<file path="src/rtl/shifter_arbiter_if.sv">
`default_nettype none
// ============================================================================
// Module   : shifter_arbiter_if
// Brief    : Request, shifter-control and response bundle for shifter_arbiter.
// Revision : 1.0 - initial release
// ============================================================================
interface shifter_arbiter_if #(
    parameter int N_REQ = 4,
    parameter int ID_W  = $clog2(N_REQ)
);
    logic [N_REQ-1:0]    i_req_valid;
    logic [N_REQ-1:0]    o_req_ready;
    logic [N_REQ*32-1:0] i_req_data;
    logic [N_REQ*5-1:0]  i_req_amt;
    logic [N_REQ-1:0]    i_req_signed;
    logic [N_REQ-1:0]    i_req_left;

    logic [31:0]         o_sh_data;
    logic [4:0]          o_sh_amt;
    logic                o_sh_signed;
    logic                o_sh_left;
    logic                o_sh_issue;
    logic [31:0]         i_sh_result;

    logic                o_rsp_valid;
    logic [ID_W-1:0]     o_rsp_id;
    logic [31:0]         o_rsp_data;
    logic                i_rsp_ready;

    // Client side: requesters, the shifter instance and the response consumer.
    modport master (
        output i_req_valid, i_req_data, i_req_amt, i_req_signed, i_req_left,
        output i_sh_result, i_rsp_ready,
        input  o_req_ready, o_sh_data, o_sh_amt, o_sh_signed, o_sh_left,
        input  o_sh_issue, o_rsp_valid, o_rsp_id, o_rsp_data
    );

    modport slave (
        input  i_req_valid, i_req_data, i_req_amt, i_req_signed, i_req_left,
        input  i_sh_result, i_rsp_ready,
        output o_req_ready, o_sh_data, o_sh_amt, o_sh_signed, o_sh_left,
        output o_sh_issue, o_rsp_valid, o_rsp_id, o_rsp_data
    );
endinterface
`default_nettype wire

</file>
<file path="src/rtl/shifter_arbiter.sv">
`default_nettype none
// ============================================================================
// Module   : shifter_arbiter
// Brief    : Round-robin sharing of one barrel shifter with an ID-tagged
//            first-word-fall-through response FIFO and credit-based issue.
// Revision : 1.0 - initial release
// ============================================================================
module shifter_arbiter #(
    parameter int N_REQ     = 4,
    parameter int RSP_DEPTH = 2
) (
    input  wire logic        i_clk,
    input  wire logic        i_rst_n,
    shifter_arbiter_if.slave bus
);
    localparam int c_ID_W  = $clog2(N_REQ);
    localparam int c_PTR_W = $clog2(RSP_DEPTH);
    localparam int c_CNT_W = $clog2(RSP_DEPTH + 1);
    localparam logic [c_ID_W-1:0]  c_LAST_ID  = c_ID_W'(N_REQ - 1);
    localparam logic [c_PTR_W-1:0] c_LAST_PTR = c_PTR_W'(RSP_DEPTH - 1);
    localparam logic [c_CNT_W:0]   c_DEPTH    = (c_CNT_W + 1)'(RSP_DEPTH);

    logic [c_ID_W-1:0]  r_ptr;
    logic [c_ID_W-1:0]  r_id_q;
    logic               r_inflight;
    logic [c_PTR_W-1:0] r_wr_ptr;
    logic [c_PTR_W-1:0] r_rd_ptr;
    logic [c_CNT_W-1:0] r_count;
    logic [31:0]        r_mem_data [RSP_DEPTH];
    logic [c_ID_W-1:0]  r_mem_id   [RSP_DEPTH];

    logic [c_ID_W-1:0]  w_grant_id;
    logic               w_found;
    logic               w_issue;
    logic               w_push;
    logic               w_pop;
    logic               w_not_empty;
    logic [c_CNT_W:0]   w_occ;

    // Rotating priority search starting at the round-robin pointer.
    always_comb begin
        w_found    = 1'b0;
        w_grant_id = '0;
        for (int i = 0; i < N_REQ; i++) begin
            if (!w_found && bus.i_req_valid[(int'(r_ptr) + i) % N_REQ]) begin
                w_found    = 1'b1;
                w_grant_id = c_ID_W'((int'(r_ptr) + i) % N_REQ);
            end
        end
    end

    assign w_not_empty = (r_count != '0);
    assign w_pop       = w_not_empty & bus.i_rsp_ready;
    assign w_push      = r_inflight;

    // Counting the in-flight op reserves its FIFO slot before the result lands.
    assign w_occ   = {1'b0, r_count} + {{c_CNT_W{1'b0}}, r_inflight}
                   - {{c_CNT_W{1'b0}}, w_pop};
    assign w_issue = i_rst_n & w_found & (w_occ < c_DEPTH);

    always_comb begin
        bus.o_req_ready = '0;
        bus.o_sh_data   = '0;
        bus.o_sh_amt    = '0;
        bus.o_sh_signed = 1'b0;
        bus.o_sh_left   = 1'b0;
        bus.o_sh_issue  = 1'b0;
        if (w_issue) begin
            bus.o_req_ready[w_grant_id] = 1'b1;
            bus.o_sh_data   = bus.i_req_data[32*w_grant_id +: 32];
            bus.o_sh_amt    = bus.i_req_amt[5*w_grant_id +: 5];
            bus.o_sh_signed = bus.i_req_signed[w_grant_id];
            bus.o_sh_left   = bus.i_req_left[w_grant_id];
            bus.o_sh_issue  = 1'b1;
        end
    end

    always_ff @(posedge i_clk or negedge i_rst_n) begin
        if (!i_rst_n) begin
            r_ptr      <= '0;
            r_id_q     <= '0;
            r_inflight <= 1'b0;
            r_wr_ptr   <= '0;
            r_rd_ptr   <= '0;
            r_count    <= '0;
        end else begin
            r_inflight <= w_issue;
            if (w_issue) begin
                r_id_q <= w_grant_id;
                r_ptr  <= (w_grant_id == c_LAST_ID) ? '0 : w_grant_id + 1'b1;
            end
            if (w_push) begin
                r_wr_ptr <= (r_wr_ptr == c_LAST_PTR) ? '0 : r_wr_ptr + 1'b1;
            end
            if (w_pop) begin
                r_rd_ptr <= (r_rd_ptr == c_LAST_PTR) ? '0 : r_rd_ptr + 1'b1;
            end
            case ({w_push, w_pop})
                2'b10:   r_count <= r_count + 1'b1;
                2'b01:   r_count <= r_count - 1'b1;
                default: r_count <= r_count;
            endcase
        end
    end

    // Storage needs no reset: the outputs are masked while the FIFO is empty.
    always_ff @(posedge i_clk) begin
        if (w_push) begin
            r_mem_data[r_wr_ptr] <= bus.i_sh_result;
            r_mem_id[r_wr_ptr]   <= r_id_q;
        end
    end

    assign bus.o_rsp_valid = w_not_empty;
    assign bus.o_rsp_id    = w_not_empty ? r_mem_id[r_rd_ptr]   : '0;
    assign bus.o_rsp_data  = w_not_empty ? r_mem_data[r_rd_ptr] : '0;

endmodule
`default_nettype wire

</file>
<file path="src/flat_wrapper.sv">
// flat-port wrapper written by rule: the top's interface ports become plain ports
module shifter_arbiter_flat 
#(
    parameter int N_REQ     = 4,
    parameter int RSP_DEPTH = 2
)
  (i_clk, i_rst_n, bus_i_req_valid, bus_i_req_data, bus_i_req_amt, bus_i_req_signed, bus_i_req_left, bus_i_sh_result, bus_i_rsp_ready, bus_o_req_ready, bus_o_sh_data, bus_o_sh_amt, bus_o_sh_signed, bus_o_sh_left, bus_o_sh_issue, bus_o_rsp_valid, bus_o_rsp_id, bus_o_rsp_data);
  shifter_arbiter_if #(.N_REQ(N_REQ)) bus_i ();
  input  wire logic i_clk;
  input  wire logic i_rst_n;
  input wire logic [$bits(bus_i.i_req_valid)-1:0] bus_i_req_valid;
  input wire logic [$bits(bus_i.i_req_data)-1:0] bus_i_req_data;
  input wire logic [$bits(bus_i.i_req_amt)-1:0] bus_i_req_amt;
  input wire logic [$bits(bus_i.i_req_signed)-1:0] bus_i_req_signed;
  input wire logic [$bits(bus_i.i_req_left)-1:0] bus_i_req_left;
  input wire logic [$bits(bus_i.i_sh_result)-1:0] bus_i_sh_result;
  input wire logic [$bits(bus_i.i_rsp_ready)-1:0] bus_i_rsp_ready;
  output wire logic [$bits(bus_i.o_req_ready)-1:0] bus_o_req_ready;
  output wire logic [$bits(bus_i.o_sh_data)-1:0] bus_o_sh_data;
  output wire logic [$bits(bus_i.o_sh_amt)-1:0] bus_o_sh_amt;
  output wire logic [$bits(bus_i.o_sh_signed)-1:0] bus_o_sh_signed;
  output wire logic [$bits(bus_i.o_sh_left)-1:0] bus_o_sh_left;
  output wire logic [$bits(bus_i.o_sh_issue)-1:0] bus_o_sh_issue;
  output wire logic [$bits(bus_i.o_rsp_valid)-1:0] bus_o_rsp_valid;
  output wire logic [$bits(bus_i.o_rsp_id)-1:0] bus_o_rsp_id;
  output wire logic [$bits(bus_i.o_rsp_data)-1:0] bus_o_rsp_data;
  assign bus_i.i_req_valid = bus_i_req_valid;
  assign bus_i.i_req_data = bus_i_req_data;
  assign bus_i.i_req_amt = bus_i_req_amt;
  assign bus_i.i_req_signed = bus_i_req_signed;
  assign bus_i.i_req_left = bus_i_req_left;
  assign bus_i.i_sh_result = bus_i_sh_result;
  assign bus_i.i_rsp_ready = bus_i_rsp_ready;
  assign bus_o_req_ready = bus_i.o_req_ready;
  assign bus_o_sh_data = bus_i.o_sh_data;
  assign bus_o_sh_amt = bus_i.o_sh_amt;
  assign bus_o_sh_signed = bus_i.o_sh_signed;
  assign bus_o_sh_left = bus_i.o_sh_left;
  assign bus_o_sh_issue = bus_i.o_sh_issue;
  assign bus_o_rsp_valid = bus_i.o_rsp_valid;
  assign bus_o_rsp_id = bus_i.o_rsp_id;
  assign bus_o_rsp_data = bus_i.o_rsp_data;
  shifter_arbiter #(.N_REQ(N_REQ), .RSP_DEPTH(RSP_DEPTH)) u_core (.i_clk(i_clk), .i_rst_n(i_rst_n), .bus(bus_i));
endmodule
</file>
<file path="config.mk">
export PLATFORM = sky130hd
export DESIGN_NAME = shifter_arbiter_flat
export DESIGN_NICKNAME = d
export VERILOG_FILES = /design/src/rtl/shifter_arbiter_if.sv /design/src/rtl/shifter_arbiter.sv /design/src/flat_wrapper.sv
export SDC_FILE = /design/constraint.sdc
export NUM_CORES = 1
export LEC_CHECK = 0
export CORE_MARGIN = 3
export CORE_UTILIZATION = 33
export CTS_CLUSTER_DIAMETER = 100
export DETAILED_ROUTE_END_ITERATION = 6
export GPL_TIMING_DRIVEN = 0
export MAX_ROUTING_LAYER = met4
export PLACE_DENSITY_LB_ADDON = 0.1
export SLEW_MARGIN = 15
export SYNTH_ARGS = -nofsm -noshare
export SYNTH_HDL_FRONTEND = slang
export SYNTH_SLANG_ARGS = --single-unit
</file>
<file path="constraint.sdc">
create_clock -name i_clk -period 3.11 [get_ports i_clk]
set_clock_uncertainty 0.15 [all_clocks]
set_input_delay 0.4665 -clock i_clk [delete_from_list [all_inputs] [get_ports i_clk]]
set_output_delay 0.4665 -clock i_clk [all_outputs]
set_load 0.05 [all_outputs]
</file>
==> impl_summary.txt, run 1 <==
----------------------------------------------------
[Yosys]
  Number of synthesized register bits ... 77
  Synthesis warning total ... 0
  Post-synthesis cell type with the largest combined area ... sky130_fd_sc_hd__edfxtp_1
  Mapped cell area ... 4260 sq um
  Synthesized netlist cell count ... 346
  Number of distinct library cells after synthesis ... 27
  Share of the synthesized area in the top cell type ... 47.9%
  Area contributors post-synth ... sky130_fd_sc_hd__edfxtp_1, sky130_fd_sc_hd__mux2i_1, sky130_fd_sc_hd__o22ai_1, sky130_fd_sc_hd__dfrtp_1, sky130_fd_sc_hd__nor2_1
  Average instance area after synthesis ... 12.3 sq um
  Async S/R FF share, synth ... 11.7%
  Net count after synthesis ... 546
  Sequential element share of the synthesized area ... 53.2%
  Leading register cell type out of synthesis ... sky130_fd_sc_hd__edfxtp_1
  Count of flip-flops with a built-in enable after synthesis ... 68

[STA]
  Tightest slew margin relative to the limit ... 63.6%
  Post-Route Setup TNS ... -4.68 ns
  Final-layout worst hold slack ... 0.319 ns
  Number of hold violations in the final report ... 0
  RSZ-0062 raised after global routing ... true
  Period Utilization, post-route ... 105%
  Setup violations, final ... 43
  Final Worst Setup Slack ... -0.151 ns
  Slew at the pin closest to its max-slew limit ... 0.549 ns
  Max Clk Rate ... 307 MHz
  Period minus WS final ... 3.26 ns
  Max-slew violations ... 0

[Setup path]
  Category of the most critical setup path ... flop to output port
  Worst-path maximum fanout ... 5
  Worst reg2reg setup slack ... 0.67 ns
  Terminus of the critical flop-to-flop path ... u_core.r_ptr[0]
  Arrival time of the worst setup path ... 2.64 ns
  Reg2reg path depth ... 11
  Startpoint of the most critical register-to-register path ... u_core.r_count[1]
  Category of the worst setup path launch point ... flop
  Kind of end point of the critical path ... output port
  Worst endpoint required time ... 2.49 ns

[Power]
  Leakage power figure ... 3.70 nW
  Fraction of power consumed by sequential logic ... 17.1%
  Cell-internal power ... 4.73 mW
  Net switching power ... 4.13 mW
  Switching part of the total power ... 46.6%
  Power density over the cells ... 1010 nW/um^2
  Peak supply drop ... 0.459 mV
  Clk pwr share ... 12.9%
  Gate power share ... 70.0%

[Job]
  Number of maximum-capacitance constraint violations ... 0

[Layout]
  Non-Filler Cell Area, Final ... 8780 sq um
  Fraction of layout instances using a drive strength above 1 ... 26.1%
  Fillers ... 890
  Register Area ... 2270 sq um
  Antenna diodes ... 0
  Area of the multi-input gates ... 2450 sq um
  Layout-stage area growth over the synthesis result ... 106%
  Net count reported at finish ... 860

[Die]
  Height of the chip ... 120 um
  Chip width ... 120 um
  Die Footprint ... 14300 sq um
  Std cell rows ... 40
  Total I/O pin count ... 274
  Effective utilization at floorplan ... 34.6%
  Core ar. ... 12300 sq um

[Run status]
  Violated checks ... setup timing
  Run status ... finished with violations

[Routing]
  Final antenna-violating net count ... 0
  Vias per Instance ... 4.80
  Total wirelength of the detailed-routed design ... 15700 um
  Total via count after detailed routing ... 3991
  Routed wire length per instance ... 18.8 um
  Violation count after the first detailed-route iteration ... 164
  First drt pass iteration count ... 5
  Detailed-route DRC error count ... 0

[Clock network]
  Number of clock sinks ... 77
  Clock tree from TritonCTS ... yes
  Number of clock buffers inserted by TritonCTS ... 9
  Post-CTS Hold Buffers ... 0
  Clk Latency, worst-skew pair ... 0.33 ns
  Deepest clock path buffer count ... 2
  Cell chosen for the clock root ... sky130_fd_sc_hd__clkbuf_16
  CTS HTree Levels ... 3
  Clock transition at the registers of the reported paths ... 0.05 ns

[Global route]
  Vias in the first global route ... 4257
  Largest net degree at the start of global routing ... 22
  Global-route congestion overflow total ... 0
  Global routing usage summed across all routing layers ... 21.8%
  Number of antenna violations at the first check in global routing ... 0
  Wire length of the first global-routing pass ... 23500 um

[Placement]
  Number of input and output port buffers inserted ... 273
  Hpwl dp ... 12400 um
  Final weighted congestion in routability-driven placement ... 0.856
  Placed cell area ... 7760 sq um

[Hold path]
  Path class of the lowest-slack min-delay path ... input port to async pin

----------------------------------------------------
==> cells in the mapped netlist (all sizes together), types with 5 or more instances <==
cell type / n
mux2i: 113
edfxtp: 68
clkbuf: 9
and2: 5
o22ai: 39
nand2: 9
inv: 6
nor2: 41
o21ai: 5
dfrtp: 9
buf: 16
==> power by group through the flow <==
| stage | combinational, mW | clock (mW) | sequential [mW] |
|---|---|---|---|
| floorplan | 3.76 | 0 | 1.52 |
| global placement | 5.36 | 0 | 1.53 |
| detailed placement | 5.45 | 0 | 1.54 |
| CTS | 6.07 | 1.16 | 1.52 |
| global route | 6.50 | 1.21 | 1.54 |
| finish | 6.20 | 1.14 | 1.52 |
==> final cells by class <==
type                    count  share of cell area, %
plain buffers              25                   3.11
clock buffers               9                   2.56
clock inverters             6                   1.17
inverters                   6                  0.256
multi-input cells         238                   28.0
flip-flops and latches     77                   25.8
well taps                 168                   2.39
repair buffers            303                   36.7
==> registers in the layout, indices dropped and copies added, names as in the netlist <==
name               count
u_core.r_rd_ptr        1
u_core.r_wr_ptr        1
u_core.r_mem_id        4
u_core.r_count         2
u_core.r_ptr           2
u_core.r_id_q          2
u_core.r_mem_data     64
u_core.r_inflight      1
==> through the flow <==
step	total power [mW]	worst slack [ns]	instances	util (%)
final	8.86	-0.151	832	71.3
after global routing	9.25	-0.241	832	71.3
after CTS	8.75	-0.234	827	69.8
after detailed placement	6.99	-1.45	789	63.0
after global placement	6.89	-1.37	787	62.5
after floorplan	5.28	-0.00141	346	-
==> what timing repair did <==
item | 4_1_cts | 5_1_grt
buffers inserted | 20 | 3
pin swaps | 13 | 8
gates cloned | 3 | 2
endpoints found under the setup margin | 59 | 59
gates resized for setup | 382 | 33
==> how the worst max path moves through the flow <==
stage                            startpoint                 to  slack [ns]
after floorplan           u_core.r_count[1]    bus_o_sh_amt[0]      -0.001
after global placement      bus_i_rsp_ready  bus_o_sh_data[14]       -1.37
after detailed placement    bus_i_rsp_ready  bus_o_sh_data[14]       -1.45
after CTS                 u_core.r_count[1]  bus_o_sh_data[28]       -0.23
after global routing      u_core.r_inflight  bus_o_sh_data[28]       -0.24
final                     u_core.r_count[1]  bus_o_sh_data[28]       -0.15
==> kinds of logic (layout without fill, tap and decap cells) <==
group                      Yosys count  count (layout)  share of synthesized area (%)
adders and majority gates            5               5                           1.65
AOI/OAI and AO/OA                   51              51                           7.49
muxes                              113             113                           26.6
buffers and inverters               31             349                           3.67
and+or+nand+nor                     65              65                           6.58
xor gates and xnor gates             4               4                          0.823
DFF                                 77              77                           53.2
==> worst max-delay path: stages, from the launching register on <==
cell                       delay [ns]
sky130_fd_sc_hd__dfrtp_1         0.39
sky130_fd_sc_hd__clkbuf_8        0.15
sky130_fd_sc_hd__nor2_4          0.08
sky130_fd_sc_hd__nor2_2          0.05
sky130_fd_sc_hd__fa_2            0.54
sky130_fd_sc_hd__nand3_2         0.11
sky130_fd_sc_hd__a21oi_4         0.25
sky130_fd_sc_hd__nand2_4         0.10
sky130_fd_sc_hd__buf_12          0.15
sky130_fd_sc_hd__buf_16          0.14
sky130_fd_sc_hd__o22ai_4         0.17
sky130_fd_sc_hd__buf_6           0.19
==> routing by layer <==
layer | GRT usage [%] | wire [um]
met3 | 3.68 | 901
met4 | 7.16 | 313
met5 | - | 0
met1 | 24.5 | 5930
met2 | 39.5 | 8530
==> cells in the final DEF, fill, tap and decap left out, types with 2 or more instances in the layout <==
cell type                           n
sky130_fd_sc_hd__a21oi_1            3
sky130_fd_sc_hd__nand2_1            5
sky130_fd_sc_hd__o21ai_0            4
sky130_fd_sc_hd__nor2b_4            2
sky130_fd_sc_hd__o22ai_4           35
sky130_fd_sc_hd__nor2_1            39
sky130_fd_sc_hd__clkbuf_1           4
sky130_fd_sc_hd__dlymetal6s2s_1    15
sky130_fd_sc_hd__inv_1              4
sky130_fd_sc_hd__nand2_4            2
sky130_fd_sc_hd__buf_4             22
sky130_fd_sc_hd__clkinv_1           2
sky130_fd_sc_hd__clkdlybuf4s50_1  199
sky130_fd_sc_hd__inv_2              2
sky130_fd_sc_hd__buf_12             2
sky130_fd_sc_hd__clkbuf_8           4
sky130_fd_sc_hd__xor2_1             2
sky130_fd_sc_hd__dlygate4sd2_1     14
sky130_fd_sc_hd__ha_1               4
sky130_fd_sc_hd__o22ai_2            4
sky130_fd_sc_hd__clkbuf_16         12
sky130_fd_sc_hd__bufinv_16          3
sky130_fd_sc_hd__dfrtp_1            7
sky130_fd_sc_hd__nand2b_1           2
sky130_fd_sc_hd__mux2i_1          112
sky130_fd_sc_hd__edfxtp_1          68
sky130_fd_sc_hd__and2_2             5
sky130_fd_sc_hd__buf_16             4
sky130_fd_sc_hd__buf_6             31
sky130_fd_sc_hd__buf_8             20
sky130_fd_sc_hd__nand3_1            2
sky130_fd_sc_hd__buf_2              8
sky130_fd_sc_hd__dfrtp_2            2
Note: power is estimated with default switching activity, not from simulation.
==> inputs of run 2 (changes only) <==
==> constraint.sdc (replaced) <==
create_clock -name i_clk -period 3.11 [get_ports i_clk]
set_clock_uncertainty 0.15 [all_clocks]
set_input_delay 0.933 -clock i_clk [delete_from_list [all_inputs] [get_ports i_clk]]
set_output_delay 0.933 -clock i_clk [all_outputs]
set_load 0.05 [all_outputs]
==> run 2 against run 1 <==
Against the previous run: the run still ends with setup timing left; global-route usage up 0.28 points; critical path depth stayed put; largest cell class unchanged; final cell count decreased by 0.36%; fmax shrank 18%; register-to-register slack lost 0.32 ns; total power up 1.9%; clock power fell by 12%.
==> impl_summary.txt, run 2 (synthesis results as in run 1) <==
----------------------------------------------------
[Run status]
  Run status ... finished with violations
  Violated checks ... setup timing

[Die]
  Chip width ... 120 um
  Std cell rows ... 40
  Effective utilization at floorplan ... 34.6%
  Core ar. ... 12300 sq um
  Total I/O pin count ... 274
  Height of the chip ... 120 um
  Die Footprint ... 14300 sq um

[STA]
  Period Utilization, post-route ... 128%
  Number of hold violations in the final report ... 0
  Max Clk Rate ... 251 MHz
  Tightest slew margin relative to the limit ... 57.9%
  Final Worst Setup Slack ... -0.875 ns
  RSZ-0062 raised after global routing ... true
  Period minus WS final ... 3.99 ns
  Slew at the pin closest to its max-slew limit ... 0.631 ns
  Max-slew violations ... 0
  Setup violations, final ... 44

[Placement]
  Placed Cells ... 789
  Number of input and output port buffers inserted ... 273
  Final weighted congestion in routability-driven placement ... 0.824
  Placed cell area ... 7880 sq um
  Hpwl dp ... 11800 um

[Global route]
  Global-route congestion overflow total ... 0
  Vias in the first global route ... 4458
  Wire length of the first global-routing pass ... 23800 um
  Largest net degree at the start of global routing ... 19
  Number of antenna violations at the first check in global routing ... 0
  Global routing usage summed across all routing layers ... 22.1%

[Setup path]
  Cell with the largest stage delay on the worst path ... sky130_fd_sc_hd__fa_2
  Worst setup path start ... bus_i_rsp_ready
  Reg2reg path depth ... 11
  Ordered cell list for the critical path ... buf_8 > nor2b_4 > o21ai_2 > fa_2 > nand3_2 > a21oi_4 > nand2_4 > buf_12 > buf_16 > o22ai_4 > buf_6
  Buffering stage count on the worst path with inverters included ... 4
  Startpoint of the most critical register-to-register path ... u_core.r_inflight
  Worst endpoint required time ... 2.03 ns
  Category of the most critical setup path ... input port to output port
  Slowest cell delay on critical path ... 0.54 ns
  Worst-path maximum fanout ... 5
  Worst reg2reg setup slack ... 0.35 ns
  Arrival time of the worst setup path ... 2.90 ns
  Category of the worst setup path launch point ... input port
  Kind of end point of the critical path ... output port
  Terminus of the critical flop-to-flop path ... u_core.r_ptr[0]
  Gate family responsible for the most delay along the worst path ... buffers and inverters

[Clock network]
  Post-CTS Hold Buffers ... 0
  CTS HTree Levels ... 3
  Clk Latency, worst-skew pair ... 0.32 ns
  Cell chosen for the clock root ... sky130_fd_sc_hd__clkbuf_16
  Deepest clock path buffer count ... 2
  Clock tree from TritonCTS ... yes
  Clock transition at the registers of the reported paths ... 0.06 ns
  Number of clock buffers inserted by TritonCTS ... 9
  Number of clock sinks ... 77

[Routing]
  Violation count after the first detailed-route iteration ... 171
  First drt pass iteration count ... 4
  Total via count after detailed routing ... 3987
  Routed wire length per instance ... 19.1 um
  Total wirelength of the detailed-routed design ... 15800 um
  Final antenna-violating net count ... 0
  Detailed-route DRC error count ... 0
  Vias per Instance ... 4.81

[Job]
  Number of maximum-capacitance constraint violations ... 0

[Hold path]
  Number of cells on the worst hold path ... 0
  Path class of the lowest-slack min-delay path ... flop to flop
  Endpoint of the worst hold path ... u_core.r_mem_id[0][0]
  Worst min-delay path startpoint ... u_core.r_id_q[0]

[Power]
  Leakage power figure ... 3.49 nW
  Peak supply drop ... 0.484 mV
  Power density over the cells ... 1010 nW/um^2

[Layout]
  Layout-stage area growth over the synthesis result ... 111%
  Largest register by flop count ... u_core.r_mem_data
  Post-route insts no fill ... 829
  Antenna diodes ... 0
  Most common library cell in the layout ignoring fill and taps ... sky130_fd_sc_hd__clkdlybuf4s50_1
  Net count reported at finish ... 856
  Largest registers ... u_core.r_mem_data x64, u_core.r_mem_id x4
  Flip-flop count of the largest register after layout ... 64
  Non-Filler Cell Area, Final ... 8970 sq um
  Commonest cells after routing, fill and taps aside ... sky130_fd_sc_hd__clkdlybuf4s50_1, sky130_fd_sc_hd__mux2i_1, sky130_fd_sc_hd__edfxtp_1
  Fraction of layout instances using a drive strength above 1 ... 35.6%

----------------------------------------------------
==> run 2: cell types whose count changed in the layout (fill, tap and decap cells not counted), sizes merged <==
cell	before	now
buf	87	88
clkdlybuf4s15	1	14
dlygate4sd2	14	9
bufbuf	1	2
clkdlybuf4s50	199	188
clkinv	3	4
dlymetal6s2s	15	1
clkbuf	20	31
bufinv	3	1
clkinvlp	0	1
clkdlybuf4s18	0	1
==> run 2: how the worst max path moves through the flow <==
stage / to / slack (ns) / cells past startpoint
after floorplan: bus_o_sh_amt[0] / -0.68 / 9
after global placement: bus_o_sh_data[19] / -2.14 / 10
after detailed placement: bus_o_sh_data[19] / -2.17 / 10
after CTS: bus_o_sh_data[23] / -0.90 / 11
after global routing: bus_o_sh_data[23] / -0.96 / 12
final: bus_o_sh_data[23] / -0.88 / 11
==> run 2: metal layers <==
metal  vias to the layer above  global-route usage [%]  share of wire (%)
met5                         -                       -                  0
met4                         0                    5.15                1.6
met3                        19                    5.47                6.0
met2                       168                    40.9                 56
met1                      1871                    23.9                 37
li1                       1929                       -                  -
==> run 2: final cells by class <==
type | count | area [sq um]
clock buffers | 10 | 229
plain buffers | 23 | 294
flip-flops and latches | 77 | 2270
well taps | 168 | 210
multi-input cells | 238 | 2650
clock inverters | 6 | 65.1
fillers | 871 | 3340
repair buffers | 301 | 3240
inverters | 6 | 22.5
==> run 2: timing repair <==
action,CTS,global route
setup endpoints to repair,82,57
buffers inserted,12,6
gates resized for setup,481,43
endpoints found under the hold margin,0,0
pin swaps,10,4
cloned,6,2
==> run 2: through the flow <==
step	TNS [ns]	hold WS (ns)	power [mW]	utilization, %	setup WS, ns
final	-35.34	0.328	9.03	72.9	-0.875
after global routing	-39.03	0.352	9.43	72.9	-0.958
after CTS	-36.75	0.336	8.89	72.1	-0.900
after detailed placement	-102.82	0.323	7.13	64.0	-2.17
after global placement	-114.86	0.302	7.03	63.5	-2.14
after floorplan	-27.45	0.292	5.44	-	-0.679
==> run 2: power by group <==
group	switching (mW)	internal [mW]	total (mW)
Sequential	0.127	1.42	1.55
Clock	0.382	0.620	1.00
Combinational	3.74	2.74	6.48
